<file path="config.mk">
export PLATFORM = sky130hd
export DESIGN_NAME = ace_snoop_resp_mux_flat
export DESIGN_NICKNAME = d
export VERILOG_FILES = /design/src/rtl/ace_snoop_resp_mux_if.sv /design/src/rtl/ace_snoop_resp_mux.sv /design/src/flat_wrapper.sv
export SDC_FILE = /design/constraint.sdc
export NUM_CORES = 1
export LEC_CHECK = 0
export ABC_AREA = 1
export BUFFER_PORTS_ARGS = -buffer_cell sky130_fd_sc_hd__buf_2
export CAP_MARGIN = 20
export CORE_AREA = 10 10 160 162
export DETAILED_ROUTE_END_ITERATION = 16
export DIE_AREA = 0 0 170 172
export PLACE_DENSITY = 0.44
export SLEW_MARGIN = 20
export SYNTH_ARGS = -nofsm -noshare
export SYNTH_HDL_FRONTEND = slang
export SYNTH_SLANG_ARGS = --single-unit
</file>
<file path="constraint.sdc">
create_clock -name ace_aclk -period 1.4 [get_ports ace_aclk]
set_input_delay 0.28 -clock ace_aclk [delete_from_list [all_inputs] [get_ports ace_aclk]]
set_output_delay 0.28 -clock ace_aclk [all_outputs]
set_load 0.05 [all_outputs]
</file>
<file path="src/rtl/ace_snoop_resp_mux_if.sv">
// Signal bundle for ace_snoop_resp_mux: the normal and devil snoop-response sources,
// the merged ACE CR/CD channel toward the interconnect, and the status outputs.
interface ace_snoop_resp_mux_if #(
    parameter int DATA_WIDTH = 128
);
    logic                  i_devil_sel;
    logic [4:0]            i_n_crresp;
    logic                  i_n_crvalid;
    logic                  o_n_crready;
    logic [DATA_WIDTH-1:0] i_n_cddata;
    logic                  i_n_cdvalid;
    logic                  i_n_cdlast;
    logic                  o_n_cdready;
    logic [4:0]            i_d_crresp;
    logic                  i_d_crvalid;
    logic                  o_d_crready;
    logic [DATA_WIDTH-1:0] i_d_cddata;
    logic                  i_d_cdvalid;
    logic                  i_d_cdlast;
    logic                  o_d_cdready;
    logic [4:0]            o_crresp;
    logic                  o_crvalid;
    logic                  i_crready;
    logic [DATA_WIDTH-1:0] o_cddata;
    logic                  o_cdvalid;
    logic                  o_cdlast;
    logic                  i_cdready;
    logic                  i_err_clr;
    logic                  o_owner;
    logic                  o_busy;
    logic                  o_len_err;
    logic [15:0]           o_resp_count;

    modport slave (
        input  i_devil_sel,
        input  i_n_crresp, i_n_crvalid, i_n_cddata, i_n_cdvalid, i_n_cdlast,
        output o_n_crready, o_n_cdready,
        input  i_d_crresp, i_d_crvalid, i_d_cddata, i_d_cdvalid, i_d_cdlast,
        output o_d_crready, o_d_cdready,
        output o_crresp, o_crvalid, o_cddata, o_cdvalid, o_cdlast,
        input  i_crready, i_cdready, i_err_clr,
        output o_owner, o_busy, o_len_err, o_resp_count
    );

    modport master (
        output i_devil_sel,
        output i_n_crresp, i_n_crvalid, i_n_cddata, i_n_cdvalid, i_n_cdlast,
        input  o_n_crready, o_n_cdready,
        output i_d_crresp, i_d_crvalid, i_d_cddata, i_d_cdvalid, i_d_cdlast,
        input  o_d_crready, o_d_cdready,
        input  o_crresp, o_crvalid, o_cddata, o_cdvalid, o_cdlast,
        output i_crready, i_cdready, i_err_clr,
        input  o_owner, o_busy, o_len_err, o_resp_count
    );
endinterface

</file>
<file path="src/rtl/ace_snoop_resp_mux.sv">
// Grants the normal or devil snoop responder the ACE CR/CD channel for one whole transaction.
// Optional macro SNOOP_RESP_SKID_EN adds a 2-entry skid buffer on the ACE CR and CD outputs.
module ace_snoop_resp_mux #(
    parameter int C_ACE_DATA_WIDTH = 128,
    parameter int CD_BEATS         = 4
) (
    input  logic                ace_aclk,
    input  logic                ace_areset,
    ace_snoop_resp_mux_if.slave bus
);
    localparam int                BEAT_W    = $clog2(CD_BEATS) + 1;
    localparam logic [BEAT_W-1:0] LAST_BEAT = BEAT_W'(CD_BEATS - 1);

    typedef enum logic [1:0] {
        ST_IDLE = 2'd0,
        ST_CR   = 2'd1,
        ST_CD   = 2'd2
    } state_t;

    state_t                      state_r;
    logic                        owner_r;
    logic                        busy_r;
    logic                        len_err_r;
    logic [BEAT_W-1:0]           beat_r;
    logic [15:0]                 count_r;

    logic [4:0]                  sel_crresp_s;
    logic                        sel_crvalid_s;
    logic [C_ACE_DATA_WIDTH-1:0] sel_cddata_s;
    logic                        sel_cdvalid_s;
    logic                        sel_cdlast_s;
    logic                        cr_ready_s;
    logic                        cd_ready_s;
    logic                        cr_hs_s;
    logic                        cd_hs_s;
    logic                        grant_ok_s;
    logic                        grant_devil_s;
    logic                        grant_normal_s;
    logic                        len_bad_s;
    logic                        count_inc_s;
    logic [4:0]                  ace_crresp_s;
    logic                        ace_crvalid_s;
    logic [C_ACE_DATA_WIDTH-1:0] ace_cddata_s;
    logic                        ace_cdvalid_s;
    logic                        ace_cdlast_s;

    // Route the current owner's CR/CD signals onto the internal select bus.
    always_comb begin
        if (owner_r) begin
            sel_crresp_s  = bus.i_d_crresp;
            sel_crvalid_s = bus.i_d_crvalid;
            sel_cddata_s  = bus.i_d_cddata;
            sel_cdvalid_s = bus.i_d_cdvalid;
            sel_cdlast_s  = bus.i_d_cdlast;
        end else begin
            sel_crresp_s  = bus.i_n_crresp;
            sel_crvalid_s = bus.i_n_crvalid;
            sel_cddata_s  = bus.i_n_cddata;
            sel_cdvalid_s = bus.i_n_cdvalid;
            sel_cdlast_s  = bus.i_n_cdlast;
        end
    end

    // Source-side handshakes; CD is only accepted once the CR phase has finished.
    assign cr_hs_s        = (state_r == ST_CR) && sel_crvalid_s && cr_ready_s;
    assign cd_hs_s        = (state_r == ST_CD) && sel_cdvalid_s && cd_ready_s;
    assign grant_devil_s  = bus.i_d_crvalid && (bus.i_devil_sel || !bus.i_n_crvalid);
    assign grant_normal_s = bus.i_n_crvalid;
    assign len_bad_s      = cd_hs_s && ((sel_cdlast_s && (beat_r != LAST_BEAT)) ||
                                        (!sel_cdlast_s && (beat_r == LAST_BEAT)));

`ifdef SNOOP_RESP_SKID_EN
    logic [4:0]                  cr_mem_r [2];
    logic                        cr_wp_r;
    logic                        cr_rp_r;
    logic [1:0]                  cr_cnt_r;
    logic [C_ACE_DATA_WIDTH:0]   cd_mem_r [2];
    logic                        cd_wp_r;
    logic                        cd_rp_r;
    logic [1:0]                  cd_cnt_r;
    logic                        cr_pop_s;
    logic                        cd_pop_s;

    // Buffer-fed ACE side; a new grant waits until both buffers have drained.
    always_comb begin
        cr_ready_s    = (state_r == ST_CR) && (cr_cnt_r != 2'd2);
        cd_ready_s    = (state_r == ST_CD) && (cd_cnt_r != 2'd2);
        grant_ok_s    = (cr_cnt_r == 2'd0) && (cd_cnt_r == 2'd0);
        ace_crvalid_s = (cr_cnt_r != 2'd0);
        ace_crresp_s  = ace_crvalid_s ? cr_mem_r[cr_rp_r] : 5'd0;
        ace_cdvalid_s = (cd_cnt_r != 2'd0);
        ace_cddata_s  = ace_cdvalid_s ? cd_mem_r[cd_rp_r][C_ACE_DATA_WIDTH-1:0]
                                      : {C_ACE_DATA_WIDTH{1'b0}};
        ace_cdlast_s  = ace_cdvalid_s && cd_mem_r[cd_rp_r][C_ACE_DATA_WIDTH];
        cr_pop_s      = ace_crvalid_s && bus.i_crready;
        cd_pop_s      = ace_cdvalid_s && bus.i_cdready;
        count_inc_s   = (cr_pop_s && !cr_mem_r[cr_rp_r][0]) || (cd_pop_s && ace_cdlast_s);
    end

    // Two-entry CR skid buffer.
    always_ff @(posedge ace_aclk or posedge ace_areset) begin
        if (ace_areset) begin
            cr_mem_r[0] <= 5'd0;
            cr_mem_r[1] <= 5'd0;
            cr_wp_r     <= 1'b0;
            cr_rp_r     <= 1'b0;
            cr_cnt_r    <= 2'd0;
        end else begin
            if (cr_hs_s) begin
                cr_mem_r[cr_wp_r] <= sel_crresp_s;
                cr_wp_r           <= ~cr_wp_r;
            end
            if (cr_pop_s) begin
                cr_rp_r <= ~cr_rp_r;
            end
            case ({cr_hs_s, cr_pop_s})
                2'b10:   cr_cnt_r <= cr_cnt_r + 2'd1;
                2'b01:   cr_cnt_r <= cr_cnt_r - 2'd1;
                default: cr_cnt_r <= cr_cnt_r;
            endcase
        end
    end

    // Two-entry CD skid buffer; entries hold {last, data}.
    always_ff @(posedge ace_aclk or posedge ace_areset) begin
        if (ace_areset) begin
            cd_mem_r[0] <= {(C_ACE_DATA_WIDTH + 1){1'b0}};
            cd_mem_r[1] <= {(C_ACE_DATA_WIDTH + 1){1'b0}};
            cd_wp_r     <= 1'b0;
            cd_rp_r     <= 1'b0;
            cd_cnt_r    <= 2'd0;
        end else begin
            if (cd_hs_s) begin
                cd_mem_r[cd_wp_r] <= {sel_cdlast_s, sel_cddata_s};
                cd_wp_r           <= ~cd_wp_r;
            end
            if (cd_pop_s) begin
                cd_rp_r <= ~cd_rp_r;
            end
            case ({cd_hs_s, cd_pop_s})
                2'b10:   cd_cnt_r <= cd_cnt_r + 2'd1;
                2'b01:   cd_cnt_r <= cd_cnt_r - 2'd1;
                default: cd_cnt_r <= cd_cnt_r;
            endcase
        end
    end
`else
    // Pass-through: the granted source talks to the ACE channel with no added latency.
    always_comb begin
        cr_ready_s    = (state_r == ST_CR) && bus.i_crready;
        cd_ready_s    = (state_r == ST_CD) && bus.i_cdready;
        grant_ok_s    = 1'b1;
        ace_crvalid_s = (state_r == ST_CR) && sel_crvalid_s;
        ace_crresp_s  = ace_crvalid_s ? sel_crresp_s : 5'd0;
        ace_cdvalid_s = (state_r == ST_CD) && sel_cdvalid_s;
        ace_cddata_s  = ace_cdvalid_s ? sel_cddata_s : {C_ACE_DATA_WIDTH{1'b0}};
        ace_cdlast_s  = ace_cdvalid_s && sel_cdlast_s;
        count_inc_s   = (cr_hs_s && !sel_crresp_s[0]) || (cd_hs_s && sel_cdlast_s);
    end
`endif

    // Transaction FSM: arbitrate in IDLE, hold the grant through CR and any CD burst.
    always_ff @(posedge ace_aclk or posedge ace_areset) begin
        if (ace_areset) begin
            state_r <= ST_IDLE;
            owner_r <= 1'b0;
            busy_r  <= 1'b0;
            beat_r  <= {BEAT_W{1'b0}};
        end else begin
            case (state_r)
                ST_IDLE: begin
                    if (grant_ok_s && grant_devil_s) begin
                        owner_r <= 1'b1;
                        busy_r  <= 1'b1;
                        state_r <= ST_CR;
                    end else if (grant_ok_s && grant_normal_s) begin
                        owner_r <= 1'b0;
                        busy_r  <= 1'b1;
                        state_r <= ST_CR;
                    end else begin
                        state_r <= ST_IDLE;
                    end
                end
                ST_CR: begin
                    if (cr_hs_s && sel_crresp_s[0]) begin
                        beat_r  <= {BEAT_W{1'b0}};
                        state_r <= ST_CD;
                    end else if (cr_hs_s) begin
                        busy_r  <= 1'b0;
                        state_r <= ST_IDLE;
                    end else begin
                        state_r <= ST_CR;
                    end
                end
                ST_CD: begin
                    if (cd_hs_s) begin
                        beat_r <= beat_r + BEAT_W'(1);
                        if (sel_cdlast_s) begin
                            busy_r  <= 1'b0;
                            state_r <= ST_IDLE;
                        end
                    end
                end
                default: begin
                    busy_r  <= 1'b0;
                    state_r <= ST_IDLE;
                end
            endcase
        end
    end

    // Sticky length error (a new violation beats a same-cycle clear) and completion counter.
    always_ff @(posedge ace_aclk or posedge ace_areset) begin
        if (ace_areset) begin
            len_err_r <= 1'b0;
            count_r   <= 16'd0;
        end else begin
            if (len_bad_s) begin
                len_err_r <= 1'b1;
            end else if (bus.i_err_clr) begin
                len_err_r <= 1'b0;
            end
            if (count_inc_s) begin
                count_r <= count_r + 16'd1;
            end
        end
    end

    assign bus.o_crresp     = ace_crresp_s;
    assign bus.o_crvalid    = ace_crvalid_s;
    assign bus.o_cddata     = ace_cddata_s;
    assign bus.o_cdvalid    = ace_cdvalid_s;
    assign bus.o_cdlast     = ace_cdlast_s;
    assign bus.o_n_crready  = !owner_r && cr_ready_s;
    assign bus.o_d_crready  = owner_r && cr_ready_s;
    assign bus.o_n_cdready  = !owner_r && cd_ready_s;
    assign bus.o_d_cdready  = owner_r && cd_ready_s;
    assign bus.o_owner      = owner_r;
    assign bus.o_busy       = busy_r;
    assign bus.o_len_err    = len_err_r;
    assign bus.o_resp_count = count_r;
endmodule
</file>
<file path="src/flat_wrapper.sv">
// flat-port wrapper written by rule: the top's interface ports become plain ports
module ace_snoop_resp_mux_flat 
#(
    parameter int C_ACE_DATA_WIDTH = 128,
    parameter int CD_BEATS         = 4
)
  (ace_aclk, ace_areset, bus_i_devil_sel, bus_i_n_crresp, bus_i_n_crvalid, bus_i_n_cddata, bus_i_n_cdvalid, bus_i_n_cdlast, bus_o_n_crready, bus_o_n_cdready, bus_i_d_crresp, bus_i_d_crvalid, bus_i_d_cddata, bus_i_d_cdvalid, bus_i_d_cdlast, bus_o_d_crready, bus_o_d_cdready, bus_o_crresp, bus_o_crvalid, bus_o_cddata, bus_o_cdvalid, bus_o_cdlast, bus_i_crready, bus_i_cdready, bus_i_err_clr, bus_o_owner, bus_o_busy, bus_o_len_err, bus_o_resp_count);
  ace_snoop_resp_mux_if bus_i ();
  input  logic ace_aclk;
  input  logic ace_areset;
  input wire logic [$bits(bus_i.i_devil_sel)-1:0] bus_i_devil_sel;
  input wire logic [$bits(bus_i.i_n_crresp)-1:0] bus_i_n_crresp;
  input wire logic [$bits(bus_i.i_n_crvalid)-1:0] bus_i_n_crvalid;
  input wire logic [$bits(bus_i.i_n_cddata)-1:0] bus_i_n_cddata;
  input wire logic [$bits(bus_i.i_n_cdvalid)-1:0] bus_i_n_cdvalid;
  input wire logic [$bits(bus_i.i_n_cdlast)-1:0] bus_i_n_cdlast;
  output wire logic [$bits(bus_i.o_n_crready)-1:0] bus_o_n_crready;
  output wire logic [$bits(bus_i.o_n_cdready)-1:0] bus_o_n_cdready;
  input wire logic [$bits(bus_i.i_d_crresp)-1:0] bus_i_d_crresp;
  input wire logic [$bits(bus_i.i_d_crvalid)-1:0] bus_i_d_crvalid;
  input wire logic [$bits(bus_i.i_d_cddata)-1:0] bus_i_d_cddata;
  input wire logic [$bits(bus_i.i_d_cdvalid)-1:0] bus_i_d_cdvalid;
  input wire logic [$bits(bus_i.i_d_cdlast)-1:0] bus_i_d_cdlast;
  output wire logic [$bits(bus_i.o_d_crready)-1:0] bus_o_d_crready;
  output wire logic [$bits(bus_i.o_d_cdready)-1:0] bus_o_d_cdready;
  output wire logic [$bits(bus_i.o_crresp)-1:0] bus_o_crresp;
  output wire logic [$bits(bus_i.o_crvalid)-1:0] bus_o_crvalid;
  output wire logic [$bits(bus_i.o_cddata)-1:0] bus_o_cddata;
  output wire logic [$bits(bus_i.o_cdvalid)-1:0] bus_o_cdvalid;
  output wire logic [$bits(bus_i.o_cdlast)-1:0] bus_o_cdlast;
  input wire logic [$bits(bus_i.i_crready)-1:0] bus_i_crready;
  input wire logic [$bits(bus_i.i_cdready)-1:0] bus_i_cdready;
  input wire logic [$bits(bus_i.i_err_clr)-1:0] bus_i_err_clr;
  output wire logic [$bits(bus_i.o_owner)-1:0] bus_o_owner;
  output wire logic [$bits(bus_i.o_busy)-1:0] bus_o_busy;
  output wire logic [$bits(bus_i.o_len_err)-1:0] bus_o_len_err;
  output wire logic [$bits(bus_i.o_resp_count)-1:0] bus_o_resp_count;
  assign bus_i.i_devil_sel = bus_i_devil_sel;
  assign bus_i.i_n_crresp = bus_i_n_crresp;
  assign bus_i.i_n_crvalid = bus_i_n_crvalid;
  assign bus_i.i_n_cddata = bus_i_n_cddata;
  assign bus_i.i_n_cdvalid = bus_i_n_cdvalid;
  assign bus_i.i_n_cdlast = bus_i_n_cdlast;
  assign bus_o_n_crready = bus_i.o_n_crready;
  assign bus_o_n_cdready = bus_i.o_n_cdready;
  assign bus_i.i_d_crresp = bus_i_d_crresp;
  assign bus_i.i_d_crvalid = bus_i_d_crvalid;
  assign bus_i.i_d_cddata = bus_i_d_cddata;
  assign bus_i.i_d_cdvalid = bus_i_d_cdvalid;
  assign bus_i.i_d_cdlast = bus_i_d_cdlast;
  assign bus_o_d_crready = bus_i.o_d_crready;
  assign bus_o_d_cdready = bus_i.o_d_cdready;
  assign bus_o_crresp = bus_i.o_crresp;
  assign bus_o_crvalid = bus_i.o_crvalid;
  assign bus_o_cddata = bus_i.o_cddata;
  assign bus_o_cdvalid = bus_i.o_cdvalid;
  assign bus_o_cdlast = bus_i.o_cdlast;
  assign bus_i.i_crready = bus_i_crready;
  assign bus_i.i_cdready = bus_i_cdready;
  assign bus_i.i_err_clr = bus_i_err_clr;
  assign bus_o_owner = bus_i.o_owner;
  assign bus_o_busy = bus_i.o_busy;
  assign bus_o_len_err = bus_i.o_len_err;
  assign bus_o_resp_count = bus_i.o_resp_count;
  ace_snoop_resp_mux #(.C_ACE_DATA_WIDTH(C_ACE_DATA_WIDTH), .CD_BEATS(CD_BEATS)) u_core (.ace_aclk(ace_aclk), .ace_areset(ace_areset), .bus(bus_i));
endmodule
</file>
==> results of run 1 <==
==> final timing paths <==
kind	endpoint	slack, ps	cells past startpoint
max in group asynchronous	u_core.bus.o_owner$_DFFE_PP0P_	1070	3
hold reg to reg	u_core.bus.o_busy$_DFFE_PP0P_	490	2
min in group ace_aclk	u_core.bus.o_len_err$_DFFE_PP0P_	200	2
setup / recovery	bus_o_cddata[49]	-630	6
setup reg to reg	u_core.bus.o_resp_count[13]$_DFFE_PP0P_	-430	12
hold / removal	u_core.bus.o_resp_count[2]$_DFFE_PP0P_	50	3
==> per-stage QoR <==
step / area [um^2] / worst slack (ps) / hold slack, ps
finish: 9840 / -633 / 54.2
global route: 9830 / -690 / 90.9
CTS: 9540 / -650 / 69.6
detailed placement: 8790 / -461 / 358
global placement: 8790 / -420 / 355
floorplan: 5130 / -466 / 294
==> area by class of cell <==
type,instances,area (um^2)
Sequential cell,24,607
Clock buffer,4,88.8
Multi-Input combinational cell,550,4070
Timing Repair Buffer,516,4560
Antenna cell,8,20.0
Tap cell,285,357
Inverter,31,133
Fill cell,2290,12500
==> kinds of logic (layout without fill, tap and decap cells) <==
family,count (synthesis),count (layout),share of synthesized area [%]
other,0,8,0
AOI/OAI and AO/OA,153,153,23.0
and+or+nand+nor,383,384,44.9
adders and majority gates,3,3,1.13
xor gates and xnor gates,10,10,2.85
DFF,24,24,18.0
buffers and inverters,77,551,10.1
==> power by group <==
part           switching, mW  internal [mW]  total (mW)
Sequential             0.222          0.900        1.12
Combinational           5.73           3.16        8.89
Clock                  0.257          0.438       0.694
==> what timing repair did <==
action	in CTS	in global routing
buffers inserted	7	4
hold buffers	0	0
resized for setup	187	41
pin swaps	7	5
setup endpoints to repair	164	164
gates cloned	2	3
==> flip-flops by register name (all words and copies together), names as in the netlist <==
register                 cells
u_core.beat_r                3
u_core.bus.o_busy            1
u_core.bus.o_len_err         1
u_core.bus.o_owner           1
u_core.bus.o_resp_count     16
u_core.state_r               2
==> critical path, delay by kind of cell, from the launching register on <==
kind            cells  cell delay (ps)
simple gates        3              390
flops               1              520
buf+inv             2              530
compound gates      1               40
==> cells in the final DEF, fill, tap and decap left out, types with 3 or more instances in the layout <==
cell type | netlist | layout
dfrtp_1 | 24 | 21
nand2_1 | 335 | 325
nor3_1 | 5 | 5
inv_1 | 28 | 26
clkbuf_16 | 0 | 6
a21oi_1 | 135 | 3
nand3_1 | 11 | 9
buf_6 | 2 | 61
nand4_1 | 4 | 4
xor2_1 | 5 | 5
buf_4 | 2 | 56
xnor2_1 | 4 | 4
o21ai_1 | 11 | 11
nor2_1 | 20 | 14
o21ai_0 | 6 | 6
buf_8 | 0 | 24
buf_2 | 18 | 295
a21oi_4 | 0 | 132
buf_12 | 0 | 74
nor2_4 | 1 | 9
diode_2 | 0 | 8
nand2_4 | 1 | 6
nand2_8 | 0 | 4
nand2_2 | 4 | 6
==> per-layer routing <==
layer	routed length (um)	global-route usage, %	vias to the layer above	part of all wire, %
met5	98	0	-	0.34
met4	622	3.93	16	2.2
met3	2380	5.31	39	8.2
met2	15200	33.4	225	52
met1	10700	19.8	2837	37
li1	-	-	3026	-
==> out/results.txt, run 1 <==
status: complete, but fails checks
Mapped Cells: 650
vias per cell: 4.33
Synth cell types: 26
Crit. Startpoint: u_core.bus.o_owner$_DFFE_PP0P_
share of cells above drive strength 1: 61.2%
final worst path period need: 2030 ps
Slew Limit Fails: 0
CTS tree: yes
TNS Setup: -87520 ps
final net count: 1407
vias in the first global route: 6103
Maximum Capacitance Violations: 0
Final Hold Fails: 0
post-synth top area cell: nand2_1
Syn. warnings: 0
CP max FO: 10
Vias: 6143
CTS Buf Count: 3
Post-DP HPWL: 24.8 mm
RSZ-0062 raised after global routing: yes
DIE WIDTH: 170 um
violated checks: negative setup slack
drt total wl: 28.9 mm
sequential fraction of the synthesis area: 18.0%
PortBufs: 436
Initial Util: 14.9%
CP peak stage delay: 520 ps
Setup WS post-layout: -633 ps
Power, Total: 10.7 mW
VDD IR max: 1.16 mV
clock latency on the worst-skew pair: 260 ps
Synth Register Bits: 24
Crit Path Class: flop to output port
GRT overflow: 0
top cells by area, synth: nand2_1 (38%), a21oi_1 (20%), dfrtp_1 (18%)
Setup crit end kind: output port
Primary FF master, synth: dfrtp_1
CP Cell Sequence: nand2_1 -> nand2_8 -> nand2_8 -> buf_4 -> a21oi_4 -> buf_4
synth cell count leaders: nand2_1 (335), a21oi_1 (135), inv_1 (28)
post-route insts no fill: 1418
IO Pins: 437
Rows: 55
number of synthesized flops with an enable pin: 0
Max Freq: 492 MHz
startpoint types: flop
FFs w/ async S/R, synth: 100%
Tcrit/Tclk final: 145%
TritonRoute pass-1 iters: 5
first-pass GRT wire length: 40.4 mm
slowest CP cell: dfrtp_4
Rel. slew slack: 71.8%
GR Util All Layers: 18.0%
Residual DRC: 0
Layout area overhead: 195%
post-synth top area share: 37.7%
Final ANT Viol Nets: 0
Static Leak: 4.35 nW
final core utilization: 44.0%
Critical Path AT: 1750 ps
count leader, synth: nand2_1
CTS root buffer: clkbuf_16
power per cell area: 1090 nW/um^2
core area: 22400 um^2
Die Area: 29200 um^2
worst-case clock buffer depth: 2
Worst Max-Slew Pin Slew: 423 ps
Iter 0 DRT Violations: 299
htree depth: 1
Layout Skew: 7.33 ps
GP Congestion: 0.906
Hold Path Class: primary input to async pin
Clock Pin Slew Worst Setup and Hold Paths: 70 ps
Worst EP required: 1120 ps
Clock Sinks: 24
Cell Count Post-Placement: 1392
RR Startpoint: u_core.bus.o_owner$_DFFE_PP0P_
final setup vio count: 164
per-cell routed wire length: 20.4 um
mean post-synth cell area: 5.13 um^2
largest net degree at the start of global routing: 39
Die Span Y: 172 um
Post-Syn Area: 3330 um^2
initial antenna violation count: 14
post-synthesis net count: 931
(Power assumes the default switching activity.)
==> inputs of run 2 (changes only) <==
RECOVER_POWER = 25   (was unset)
==> out/results.txt, run 2 (synthesized netlist as in run 1, its figures left out) <==
CP Cell Sequence: nand2_1 -> nand2_8 -> nand2_8 -> buf_4 -> a21oi_4 -> buf_4
largest net degree at the start of global routing: 39 (unchanged)
placed cell area: 8790 um^2 (unchanged)
startpoint types: flop
design area: 9840 um^2 (about the same)
initial antenna violation count: 14 (unchanged)
Post-DP HPWL: 24.8 mm (unchanged)
post-route insts no fill: 1418 (unchanged)
status: complete, but fails checks
Die Span Y: 172 um (unchanged)
final core utilization: 44.0% (about the same)
clock latency on the worst-skew pair: 260 ps (about the same)
Initial Util: 14.9% (unchanged)
share of cells above drive strength 1: 61.2% (unchanged)
max reg flops: 16 (unchanged)
Final ANT Viol Nets: 0 (unchanged)
final net count: 1407 (unchanged)
GP Congestion: 0.906 (unchanged)
per-cell routed wire length: 20.4 um (unchanged)
Vias: 6143 (unchanged)
Final Hold Fails: 0 (unchanged)
Crit Path Class: flop to output port
htree depth: 1 (unchanged)
Clock Sinks: 24 (unchanged)
slowest CP cell: dfrtp_4
TNS Setup: -87520 ps (unchanged)
Max Freq: 492 MHz (unchanged)
vias in the first global route: 6103 (unchanged)
VDD IR max: 1.16 mV (-0.37%)
IO Pins: 437 (unchanged)
CTS tree: yes
post-cts hold buffer count: 0 (unchanged)
Rows: 55 (unchanged)
DIE WIDTH: 170 um (unchanged)
Critical Path AT: 1750 ps (about the same)
final setup vio count: 164 (unchanged)
vias per cell: 4.33 (unchanged)
CP max FO: 10 (unchanged)
Die Area: 29200 um^2 (unchanged)
Worst EP required: 1120 ps (about the same)
power per cell area: 1090 nW/um^2 (about the same)
Hold Path Class: primary input to async pin
TritonRoute pass-1 iters: 5 (unchanged)
core area: 22400 um^2 (unchanged)
Setup crit end kind: output port
commonest non-fill, non-tap cell in the layout: nand2_1
Clock Pin Slew Worst Setup and Hold Paths: 70 ps (about the same)
GR Util All Layers: 18.0% (unchanged)
RSZ-0062 raised after global routing: yes
Worst Max-Slew Pin Slew: 648 ps (+225 ps)
Maximum Capacitance Violations: 0 (unchanged)
PortBufs: 436 (unchanged)
multi-input logic area: 4070 um^2 (unchanged)
Iter 0 DRT Violations: 299 (unchanged)
final worst path period need: 2030 ps (unchanged)
Rel. slew slack: 56.8% (-15 points)
Slew Limit Fails: 0 (unchanged)
# fillers: 2291 (+0.044%)
worst-case clock buffer depth: 2 (unchanged)
register area: 607 um^2 (unchanged)
drt total wl: 28.9 mm (unchanged)
CTS Buf Count: 3 (unchanged)
violated checks: negative setup slack
Cell Count Post-Placement: 1392 (unchanged)
Layout Skew: 7.33 ps (unchanged)
Setup WS post-layout: -633 ps (unchanged)
GRT overflow: 0 (unchanged)
Layout area overhead: 195% (about the same)
CP peak stage delay: 520 ps (about the same)
Static Leak: 4.35 nW (about the same)
first-pass GRT wire length: 40.4 mm (unchanged)
Tcrit/Tclk final: 145% (unchanged)
commonest cells after routing, fill and taps aside: nand2_1 (325), buf_2 (295), a21oi_4 (132)
CTS root buffer: clkbuf_16
Residual DRC: 0 (unchanged)
-- run 2: per-stage QoR --
step	hold slack [ps]	worst slack [ps]	total power, mW
5_1_grt	203	-690	11.4
3_3_place_gp	355	-420	9.22
4_1_cts	69.6	-650	10.5
2_1_floorplan	294	-466	6.55
6_report	170	-633	10.7
3_5_place_dp	358	-461	9.26
-- run 2: metal layers --
metal	track usage (%)	vias up	share of wire (%)
met5	0	-	0.34
met4	3.93	16	2.2
met3	5.31	39	8.2
met2	33.4	225	52
met1	19.8	2837	37
li1	-	3026	-
-- run 2: critical path: cells and delay by family, from the launching register on --
family,cells,cell delay [ps]
flops,1,520
compound gates,1,40
buf+inv,2,530
simple gates,3,390
-- run 2: path summary, 6_finish.rpt --
path / startpoint / slack [ps] / to / cells past startpoint
setup reg to reg: u_core.bus.o_owner$_DFFE_PP0P_ / -430 / u_core.bus.o_resp_count[13]$_DFFE_PP0P_ / 12
min in group ace_aclk: bus_i_err_clr / 200 / u_core.bus.o_len_err$_DFFE_PP0P_ / 2
hold / removal: ace_areset / 170 / u_core.bus.o_resp_count[2]$_DFFE_PP0P_ / 3
max in group asynchronous: ace_areset / 750 / u_core.bus.o_owner$_DFFE_PP0P_ / 3
hold reg to reg: u_core.bus.o_busy$_DFFE_PP0P_ / 490 / u_core.bus.o_busy$_DFFE_PP0P_ / 2
setup / recovery: u_core.bus.o_owner$_DFFE_PP0P_ / -630 / bus_o_cddata[49] / 6
-- run 2: report_power, final --
part,switching [mW],total [mW],internal [mW]
clock,0.257,0.694,0.438
sequential,0.222,1.12,0.900
combinational,5.73,8.89,3.16
-- run 2: area by class of cell --
type / count / share of cell area (%)
inverters: 31 / 1.35
well taps: 285 / 3.62
multi-input cells: 550 / 41.4
clock buffers: 4 / 0.903
repair buffers: 516 / 46.4
flip-flops and latches: 24 / 6.17
diodes: 8 / 0.203
-- run 2: what timing repair did --
action	CTS	global route
setup buffers	7	4
resized for setup	187	41
gates cloned	2	3
pin swaps	7	5
setup endpoints to repair	164	164
